`src/rtl/divider_unit_if.sv`:
```
// Control/data bundle for the 8-bit restoring divider: load/start controls and
// switch data in, quotient/remainder/divisor and status flags out.
interface divider_unit_if;
    logic       Load_A;
    logic       Load_B;
    logic       Execute;
    logic [7:0] Din;
    logic [7:0] Qval;
    logic [7:0] Rval;
    logic [7:0] Dval;
    logic       Busy;
    logic       Done;
    logic       Div_Zero;

    // Controller side: drives loads, start and switch data; observes results.
    modport master (
        output Load_A, Load_B, Execute, Din,
        input  Qval, Rval, Dval, Busy, Done, Div_Zero
    );

    // Divider side.
    modport slave (
        input  Load_A, Load_B, Execute, Din,
        output Qval, Rval, Dval, Busy, Done, Div_Zero
    );
endinterface

```
`src/rtl/divider_unit.sv`:
```
// 8-bit unsigned sequential restoring divider: one Execute press runs eight
// shift/subtract iterations and leaves quotient and remainder in Q and R.
module divider_unit (
    input  logic          Clk,
    input  logic          Reset,
    divider_unit_if.slave bus
);

    typedef enum logic [1:0] {
        IDLE = 2'd0,
        RUN  = 2'd1,
        HOLD = 2'd2
    } state_t;

    state_t     state;
    logic [7:0] q;
    logic [7:0] r;
    logic [7:0] d;
    logic [2:0] count;
    logic       done;
    logic       div_zero;

    logic [8:0] trial;
    logic [8:0] diff;
    logic       any_load;

    // Partial remainder shifted left with the next dividend bit, then a 9-bit
    // trial subtract; diff[8] is the borrow.
    always_comb begin
        trial    = {r, q[7]};
        diff     = trial - {1'b0, d};
        any_load = bus.Load_A | bus.Load_B;
    end

    // NOTE: all state lives in one clocked block with non-blocking assignments,
    // so every register samples pre-edge values and update order never matters.
    always_ff @(posedge Clk) begin
        if (Reset) begin
            state    <= IDLE;
            q        <= 8'd0;
            r        <= 8'd0;
            d        <= 8'd0;
            count    <= 3'd0;
            done     <= 1'b0;
            div_zero <= 1'b0;
        end else begin
            case (state)
                IDLE, HOLD: begin
                    if (any_load) begin
                        if (bus.Load_A) d <= bus.Din;
                        if (bus.Load_B) begin
                            q <= bus.Din;
                            r <= 8'd0;
                        end
                        done     <= 1'b0;
                        div_zero <= 1'b0;
                    end else if (state == IDLE && bus.Execute) begin
                        if (d == 8'd0) begin
                            // Divide by zero resolves in one cycle: saturated
                            // quotient, dividend preserved as the remainder.
                            q        <= 8'hFF;
                            r        <= q;
                            div_zero <= 1'b1;
                            done     <= 1'b1;
                            state    <= HOLD;
                        end else begin
                            r        <= 8'd0;
                            count    <= 3'd0;
                            done     <= 1'b0;
                            div_zero <= 1'b0;
                            state    <= RUN;
                        end
                    end

                    // A held button keeps us parked here, so one press is one run.
                    if (state == HOLD && !bus.Execute) state <= IDLE;
                end

                RUN: begin
                    if (!diff[8]) begin
                        r <= diff[7:0];
                        q <= {q[6:0], 1'b1};
                    end else begin
                        r <= trial[7:0];
                        q <= {q[6:0], 1'b0};
                    end
                    count <= count + 3'd1;
                    if (count == 3'd7) begin
                        done  <= 1'b1;
                        state <= HOLD;
                    end
                end

                default: state <= IDLE;
            endcase
        end
    end

    assign bus.Qval     = q;
    assign bus.Rval     = r;
    assign bus.Dval     = d;
    assign bus.Busy     = (state == RUN);
    assign bus.Done     = done;
    assign bus.Div_Zero = div_zero;

endmodule

```
`src/flat_wrapper.sv`:
```
// flat-port wrapper written by rule: the top's interface ports become plain ports
module divider_unit_flat 
  (Clk, Reset, bus_Load_A, bus_Load_B, bus_Execute, bus_Din, bus_Qval, bus_Rval, bus_Dval, bus_Busy, bus_Done, bus_Div_Zero);
  divider_unit_if bus_i ();
  input  logic Clk;
  input  logic Reset;
  input wire logic [$bits(bus_i.Load_A)-1:0] bus_Load_A;
  input wire logic [$bits(bus_i.Load_B)-1:0] bus_Load_B;
  input wire logic [$bits(bus_i.Execute)-1:0] bus_Execute;
  input wire logic [$bits(bus_i.Din)-1:0] bus_Din;
  output wire logic [$bits(bus_i.Qval)-1:0] bus_Qval;
  output wire logic [$bits(bus_i.Rval)-1:0] bus_Rval;
  output wire logic [$bits(bus_i.Dval)-1:0] bus_Dval;
  output wire logic [$bits(bus_i.Busy)-1:0] bus_Busy;
  output wire logic [$bits(bus_i.Done)-1:0] bus_Done;
  output wire logic [$bits(bus_i.Div_Zero)-1:0] bus_Div_Zero;
  assign bus_i.Load_A = bus_Load_A;
  assign bus_i.Load_B = bus_Load_B;
  assign bus_i.Execute = bus_Execute;
  assign bus_i.Din = bus_Din;
  assign bus_Qval = bus_i.Qval;
  assign bus_Rval = bus_i.Rval;
  assign bus_Dval = bus_i.Dval;
  assign bus_Busy = bus_i.Busy;
  assign bus_Done = bus_i.Done;
  assign bus_Div_Zero = bus_i.Div_Zero;
  divider_unit u_core (.Clk(Clk), .Reset(Reset), .bus(bus_i));
endmodule
```
`config.mk`:
```
export PLATFORM = sky130hd
export DESIGN_NAME = divider_unit_flat
export DESIGN_NICKNAME = d
export VERILOG_FILES = /design/src/rtl/divider_unit_if.sv /design/src/rtl/divider_unit.sv /design/src/flat_wrapper.sv
export SDC_FILE = /design/constraint.sdc
export NUM_CORES = 1
export LEC_CHECK = 0
export ABC_CLOCK_PERIOD_IN_PS = 3820
export BUFFER_PORTS_ARGS = -buffer_cell sky130_fd_sc_hd__buf_2
export CORE_AREA = 2 2 73 61
export CTS_CLUSTER_SIZE = 24
export DETAILED_ROUTE_END_ITERATION = 16
export DIE_AREA = 0 0 75 63
export PLACE_DENSITY = 0.69
export SETUP_SLACK_MARGIN = 0.5
export SLEW_MARGIN = 20
export SYNTH_ARGS = -nofsm -noshare
export SYNTH_HDL_FRONTEND = slang
export SYNTH_SLANG_ARGS = --single-unit
```
`constraint.sdc`:
```
create_clock -name Clk -period 3.82 [get_ports Clk]
set_input_delay 0.191 -clock Clk [delete_from_list [all_inputs] [get_ports Clk]]
set_output_delay 0.191 -clock Clk [all_outputs]
set_load 0.01 [all_outputs]
```
==> results.sh, run 1 <==
export IMPL_timing_fmax_ghz=0.399
export IMPL_cts_resized=0
export IMPL_relSlewSlack_pct=39.2
export IMPL_worstSkewPairLatency_ns=0.28
export IMPL_async_flop_share_pct=0
export IMPL_synth_fp_nets=253
export IMPL_worstPathRequired_ns=3.96
export IMPL_routabilityCongestion=0.871
export IMPL_grt_total_usage_pct=20.4
export IMPL_drt_pass1_iter_count=4
export IMPL_rows=21
export IMPL_grt_busiest_layer="met1"
export IMPL_synth_seq_cells=31
export IMPL_initial_core_util_pct=44.6
export IMPL_max_stage_delay_ns=0.40
export IMPL_core_region_area_um2=4020
export IMPL_worst_path_buf_inv=2
export IMPL_area_growth_pct=20.5
export IMPL_overflow=0
export IMPL_cts_sink_count=31
export IMPL_die_h_um=63
export IMPL_seq_area_frac_synth_pct=34.6
export IMPL_worstSetupPathType="reg -> reg"
export IMPL_clk_pin_slew_ns=0.07
export IMPL_drt_iter0_drc=95
export IMPL_path_delay_family="multiplexers"
export IMPL_cap_violations=0
export IMPL_grt_pass1_wl_mm=7.42
export IMPL_final_cell_mix="nor2_1 (51), buf_2 (39), dfxtp_1 (31), a21oi_1 (29)"
export IMPL_rsz0062_at_grt="no"
export IMPL_hp_class="in -> reg"
export IMPL_use_met2_pct=28.4
export IMPL_ctsHoldBuffers=0
export IMPL_port_buffers=39
export IMPL_root_buffer="clkbuf_8"
export IMPL_hold_viol=0
export IMPL_filler_cell_count=410
export IMPL_dr_total_vias=1728
export IMPL_report_final_slew_viol_count=0
export IMPL_syn_area_um2=1790
export IMPL_synth_main_ff_cell="dfxtp_1"
export IMPL_cts_tree="yes"
export IMPL_finalCriticalPeriod_ns=2.51
export IMPL_routed_via_density=5.33
export IMPL_report_final_setup_viol=0
export IMPL_clock_path_buffers=2
export IMPL_gr_usage_met3_pct=5.32
export IMPL_end_kind="register"
export IMPL_crit_slowest_cell="mux2i_1"
export IMPL_final_common_cell="nor2_1"
export IMPL_worstPathArrival_ns=2.65
export IMPL_drive_gt1_share_pct=20.2
export IMPL_vdd_drop_max_mv=0.248
export IMPL_drt_total_wl_mm=4.66
export IMPL_tns_ns=0
export IMPL_diodes=0
export IMPL_antenna_found_initial=0
export IMPL_synth_edf_count=0
export IMPL_worst_slew_pin_slew_ns=0.908
export IMPL_yosysUniqueCellTypes=40
export IMPL_finalCritPeriodShare_pct=65.6
export IMPL_synth_cells=229
export IMPL_worstPathCellList="inv_1 > ha_1 > inv_1 > fa_1 > nand3_1 > a21oi_1 > mux2i_1 > nand2_1 > mux2i_1 > o22ai_1"
export IMPL_htree_levels=2
export IMPL_finClkSkew_ns=0.00667
export IMPL_cts_inserted_buffers=5
export IMPL_wl_per_cell_um=14.4
export IMPL_p_per_area_nw_per_um2=467
export IMPL_hpwl_mm=3.50
export IMPL_avgSynthCellArea_um2=7.83
export IMPL_ios=40
export IMPL_nets=290
export IMPL_power_w=0.00101
export IMPL_dieArea_um2=4730
export IMPL_start_kind="register"
export IMPL_grt_pass1_vias=1535
export IMPL_yosys_warnings=0
export IMPL_crit_fanout=10
export IMPL_leakagePower_nw=0.944
export IMPL_die_w_um=75
export IMPL_status="complete, no violations"
export IMPL_globalRouteMet1Util_pct=30.9
export IMPL_ant_nets=0
export IMPL_drc=0
export IMPL_grt_max_degree=34
export IMPL_post_cts_buffers=0
final cells by class:
class                           count  area, um2  share of cell area [%]
Sequential cell                    31        621                    28.7
Inverter                           12       45.0                    2.08
Tap cell                           57       71.3                    3.30
Clock buffer                        6       72.6                    3.36
Clock inverter                      2       60.1                    2.78
Multi-Input combinational cell    176       1090                    50.4
Timing Repair Buffer               40        203                    9.38
where the power goes:
part	switching, W	leakage [nW]	total (W)	internal [W]
Sequential	0.0000256	0.254	0.000372	0.000347
Combinational	0.000152	0.624	0.000254	0.000102
Clock	0.000122	0.0654	0.000382	0.000261
Total	0.000299	0.944	0.00101	0.000710
worst reg2reg max path, stage by stage, from the launching register on:
cell	delay, ns
dfxtp_1	0.36
inv_1	0.07
ha_1	0.20
inv_1	0.07
fa_1	0.21
nand3_1	0.13
a21oi_1	0.21
mux2i_1	0.40
nand2_1	0.35
mux2i_1	0.25
o22ai_1	0.10
layer usage:
metal | vias up | wire length [um]
met4 | 0 | 22
met5 | - | 0
li1 | 896 | -
met3 | 4 | 329
met2 | 59 | 1990
met1 | 769 | 2320
cells in the mapped netlist, types with 3 or more instances:
cell,count,area share [%]
a22oi_1,5,2.1
o21ai_0,5,1.4
mux2i_1,5,2.8
nand4b_1,3,1.5
ha_1,10,7.0
a21o_1,3,1.3
nand4_1,4,1.4
dfxtp_1,31,35
inv_1,11,2.3
nor3_1,4,1.1
a311oi_1,4,2.0
o21ai_1,3,0.84
nor2_1,51,11
nand2_1,6,1.3
nand2b_1,3,1.0
o22ai_1,11,3.8
clkbuf_1,8,1.7
nand3_1,4,1.1
o21a_1,4,1.7
a21oi_1,29,8.1
path summary, 6_finish.rpt:
check	from	endpoint	slack (ns)	cells after the start
max reg2reg	u_core.bus.Qval[7]	u_core.bus.Rval[2]	1.31	10
max	u_core.bus.Qval[7]	u_core.bus.Rval[2]	1.31	10
min	bus_Din[7]	u_core.bus.Dval[7]	0.15	3
min reg2reg	u_core.bus.Div_Zero	u_core.bus.Div_Zero	0.46	2
per-stage QoR:
step / cells / hold WS [ns] / setup WS (ns) / area [um2] / util [%]
3_3_place_gp: 316 / 0.432 / 1.50 / 2030 / 50.5
5_1_grt: 324 / 0.156 / 1.14 / 2160 / 53.8
2_1_floorplan: 229 / 0.330 / 1.65 / 1790 / -
3_5_place_dp: 316 / 0.439 / 1.36 / 2030 / 50.5
6_report: 324 / 0.147 / 1.31 / 2160 / 53.8
4_1_cts: 324 / 0.145 / 1.33 / 2160 / 53.8
kinds of logic (layout without fill, tap and decap cells):
group                      Yosys count  after routing  synth area share (%)
AOI/OAI and AO/OA                   74             74                  26.1
xor gates and xnor gates             2              2                 0.977
adders and majority gates           11             11                  8.09
buffers and inverters               22             60                  4.67
DFF                                 31             31                  34.6
muxes                                5              5                  2.79
and+or+nand+nor                     84             84                  22.7
registers in the layout, indices dropped and copies added (netlist names):
register             flops
u_core.bus.Rval          8
u_core.bus.Dval          8
u_core.count             3
u_core.bus.Div_Zero      1
u_core.bus.Qval          8
u_core.bus.Done          1
u_core.state             2
(Power assumes the default switching activity.)
==> run 2, diff against run 1 <==
--- a/config.mk
+++ b/config.mk
@@ -5,13 +5,14 @@
 export SDC_FILE = /design/constraint.sdc
 export NUM_CORES = 1
 export LEC_CHECK = 0
-export ABC_CLOCK_PERIOD_IN_PS = 3820
+export ABC_AREA = 1
+export ABC_CLOCK_PERIOD_IN_PS = 2070
 export BUFFER_PORTS_ARGS = -buffer_cell sky130_fd_sc_hd__buf_2
-export CORE_AREA = 2 2 73 61
+export CORE_AREA = 2 2 77 64
 export CTS_CLUSTER_SIZE = 24
 export DETAILED_ROUTE_END_ITERATION = 16
-export DIE_AREA = 0 0 75 63
-export PLACE_DENSITY = 0.69
+export DIE_AREA = 0 0 79 66
+export PLACE_DENSITY = 0.72
 export SETUP_SLACK_MARGIN = 0.5
 export SLEW_MARGIN = 20
 export SYNTH_ARGS = -nofsm -noshare
==> constraint.sdc (replaced) <==
create_clock -name Clk -period 2.07 [get_ports Clk]
set_input_delay 0.1035 -clock Clk [delete_from_list [all_inputs] [get_ports Clk]]
set_output_delay 0.1035 -clock Clk [all_outputs]
set_load 0.01 [all_outputs]
==> run 2 against run 1 <==
  * Core utilization up 7.2 points
  * Final area increased by 26%
  * Register-to-register slack lost 1.1 ns
  * Via count is 28% higher
  * Sequential share of layout area down 5.6 points
  * First-iteration DRC count rose by 79%
  * Critical path type unchanged
  * Critical endpoint is now u_core.bus.Rval[1]
==> results.sh, run 2 <==
export IMPL_finalCritPeriodShare_pct=87.9
export IMPL_hold_viol=0
export IMPL_end_kind="register"
export IMPL_worstSkewPairLatency_ns=0.29
export IMPL_synth_common_cells="nand2_1 (78), inv_1 (57), a21oi_1 (35), dfxtp_1 (31), nor2_1 (26)"
export IMPL_path_delay_family="simple AND/OR/NAND/NOR gates"
export IMPL_timing_fmax_ghz=0.550
export IMPL_cts_tree="yes"
export IMPL_p_per_area_nw_per_um2=907
export IMPL_synth_main_ff_cell="dfxtp_1"
export IMPL_ios=40
export IMPL_die_w_um=79
export IMPL_clk_pin_slew_ns=0.07
export IMPL_drc=0
export IMPL_hp_class="in -> reg"
export IMPL_grt_pass1_wl_mm=9.43
export IMPL_worstPathCellList="inv_4 > ha_4 > inv_4 > fa_2 > nand2_2 > nand2_4 > nand3_4 > nand2_4 > nand2_4 > nand2_8 > nand2_4 > nand3_4 > a21oi_2"
export IMPL_status="complete, no violations"
export IMPL_core_region_area_um2=4460
export IMPL_port_buffers=39
export IMPL_grt_busiest_layer="met2"
export IMPL_final_common_cell="nand2_1"
export IMPL_antenna_found_initial=0
export IMPL_area_growth_pct=34.3
export IMPL_die_h_um=66
export IMPL_whs_ns=0.0748
export IMPL_globalRouteMet1Util_pct=32.1
export IMPL_cap_violations=0
export IMPL_yosysUniqueCellTypes=31
export IMPL_overflow=0
export IMPL_vdd_drop_max_mv=0.427
export IMPL_synth_edf_count=0
export IMPL_r2r_slack_ns=0.25
export IMPL_tns_ns=0
export IMPL_grt_max_degree=26
export IMPL_cts_sink_count=31
export IMPL_yosysMostFrequentCell="nand2_1"
export IMPL_drive_gt1_share_pct=32.4
export IMPL_routabilityCongestion=0.875
export IMPL_power_w=0.00246
export IMPL_async_flop_share_pct=0
export IMPL_hpwl_mm=4.09
export IMPL_report_final_setup_viol=0
export IMPL_worstSetupPathType="reg -> reg"
export IMPL_worst_slew_pin_slew_ns=0.690
export IMPL_dr_total_vias=2212
export IMPL_grt_pass1_vias=1952
export IMPL_use_met2_pct=35.5
export IMPL_rows=22
export IMPL_ant_nets=0
export IMPL_gr_usage_met3_pct=5.05
export IMPL_dpl_cell_area_um2=2300
export IMPL_nets=393
export IMPL_ctsHoldBuffers=0
export IMPL_initial_core_util_pct=45.3
export IMPL_grt_total_usage_pct=23.4
export IMPL_clock_path_buffers=2
export IMPL_crit_fanout=7
export IMPL_drt_iter0_drc=170
export IMPL_synth_seq_cells=31
export IMPL_filler_cell_count=406
export IMPL_rsz0062_at_grt="yes"
export IMPL_dp_cells=408
export IMPL_wl_per_cell_um=14.0
export IMPL_start_kind="register"
export IMPL_worst_path_buf_inv=2
export IMPL_synth_top_area_share_pct=30.7
export IMPL_worstPathRequired_ns=2.29
export IMPL_relSlewSlack_pct=53.9
export IMPL_avgSynthCellArea_um2=6.44
export IMPL_synth_cells=314
export IMPL_final_cell_count_no_fill=430
export IMPL_dieArea_um2=5210
export IMPL_report_final_slew_viol_count=0
export IMPL_diodes=0
export IMPL_cts_inserted_buffers=5
export IMPL_worstPathArrival_ns=2.04
export IMPL_synth_fp_nets=338
export IMPL_yosys_warnings=0
export IMPL_final_cell_mix="nand2_1 (66), inv_1 (52), buf_2 (39), a21oi_1 (29), dfxtp_1 (28)"
export IMPL_routed_via_density=5.14
export IMPL_seq_area_frac_synth_pct=30.7
export IMPL_drt_pass1_iter_count=4
export IMPL_finClkSkew_ns=0.00571
export IMPL_crit_slowest_cell="fa_2"
export IMPL_finalCriticalPeriod_ns=1.82
export IMPL_synth_area_leader_cell="dfxtp_1"
export IMPL_crit_path_frequent_cell="nand2_4"
export IMPL_max_stage_delay_ns=0.34
export IMPL_syn_area_um2=2020
export IMPL_synth_top_cells_by_area="dfxtp_1 (31%), nand2_1 (14%), inv_1 (11%)"
export IMPL_final_area_um2=2720
export IMPL_drt_total_wl_mm=6.02
export IMPL_htree_levels=2
export IMPL_leakagePower_nw=1.36
export IMPL_root_buffer="clkbuf_8"
==> run 2: cell types whose count changed after synthesis, moves of 10 or more <==
| cell | delta |
|---|---|
| o21ai_0 | +19 |
| nand3_1 | +12 |
| nand2_1 | +72 |
| inv_1 | +46 |
| nor2_1 | -25 |
| o22ai_1 | -10 |
==> run 2: final timing paths <==
check                          start            endpoint  depth (start not counted)
hold / removal                 Reset     u_core.bus.Done                          2
hold reg to reg      u_core.bus.Done     u_core.bus.Done                          2
setup reg to reg  u_core.bus.Qval[7]  u_core.bus.Rval[1]                         13
setup / recovery  u_core.bus.Qval[7]  u_core.bus.Rval[1]                         13
==> run 2: metrics by stage <==
| step | worst slack (ns) | util (%) |
|---|---|---|
| 2_1_floorplan | 0.372 | - |
| 3_3_place_gp | 0.253 | 51.7 |
| 3_5_place_dp | 0.205 | 51.7 |
| 4_1_cts | 0.290 | 56.7 |
| 5_1_grt | 0.168 | 60.9 |
| 6_report | 0.251 | 60.9 |
==> run 2: what timing repair did <==
action	in CTS	in global routing
setup endpoints to repair	9	16
gates cloned	1	0
resized for setup	15	29
buffers inserted	5	8
pin swaps	13	15
==> run 2: logic make-up after synthesis <==
kind of cell,count (synthesis),synth area share (%)
adders and majority gates,11,7.18
AOI/OAI and AO/OA,71,19.7
DFF,31,30.7
xor gates and xnor gates,3,1.30
buffers and inverters,68,14.0
and+or+nand+nor,130,27.1
==> run 2: metal layers <==
layer | part of all wire [%] | wire, um | up-vias
met1 | 46 | 2770 | 1002
li1 | - | - | 1112
met5 | 0 | 0 | -
met2 | 45 | 2690 | 80
met4 | 3.2 | 193 | 0
met3 | 6.0 | 362 | 18
==> run 2: worst register-to-register path: stages (launching register included) <==
cell	delay, ns
dfxtp_2	0.33
inv_4	0.06
ha_4	0.13
inv_4	0.03
fa_2	0.34
nand2_2	0.09
nand2_4	0.07
nand3_4	0.12
nand2_4	0.08
nand2_4	0.10
nand2_8	0.08
nand2_4	0.09
nand3_4	0.08
a21oi_2	0.14
==> run 2: area by class of cell <==
cell class | count | area, um2 | share of cell area [%]
clock buffers | 6 | 82.6 | 3.04
clock inverters | 2 | 35.0 | 1.29
inverters | 60 | 230 | 8.48
multi-input cells | 216 | 1350 | 49.7
flip-flops and latches | 31 | 627 | 23.1
well taps | 60 | 75.1 | 2.76
repair buffers | 55 | 315 | 11.6
==> run 2: report_power, final <==
part	internal, W	switching (W)	total (W)
Clock	0.000389	0.000239	0.000628
Sequential	0.000667	0.0000727	0.000740
Combinational	0.000420	0.000677	0.00110
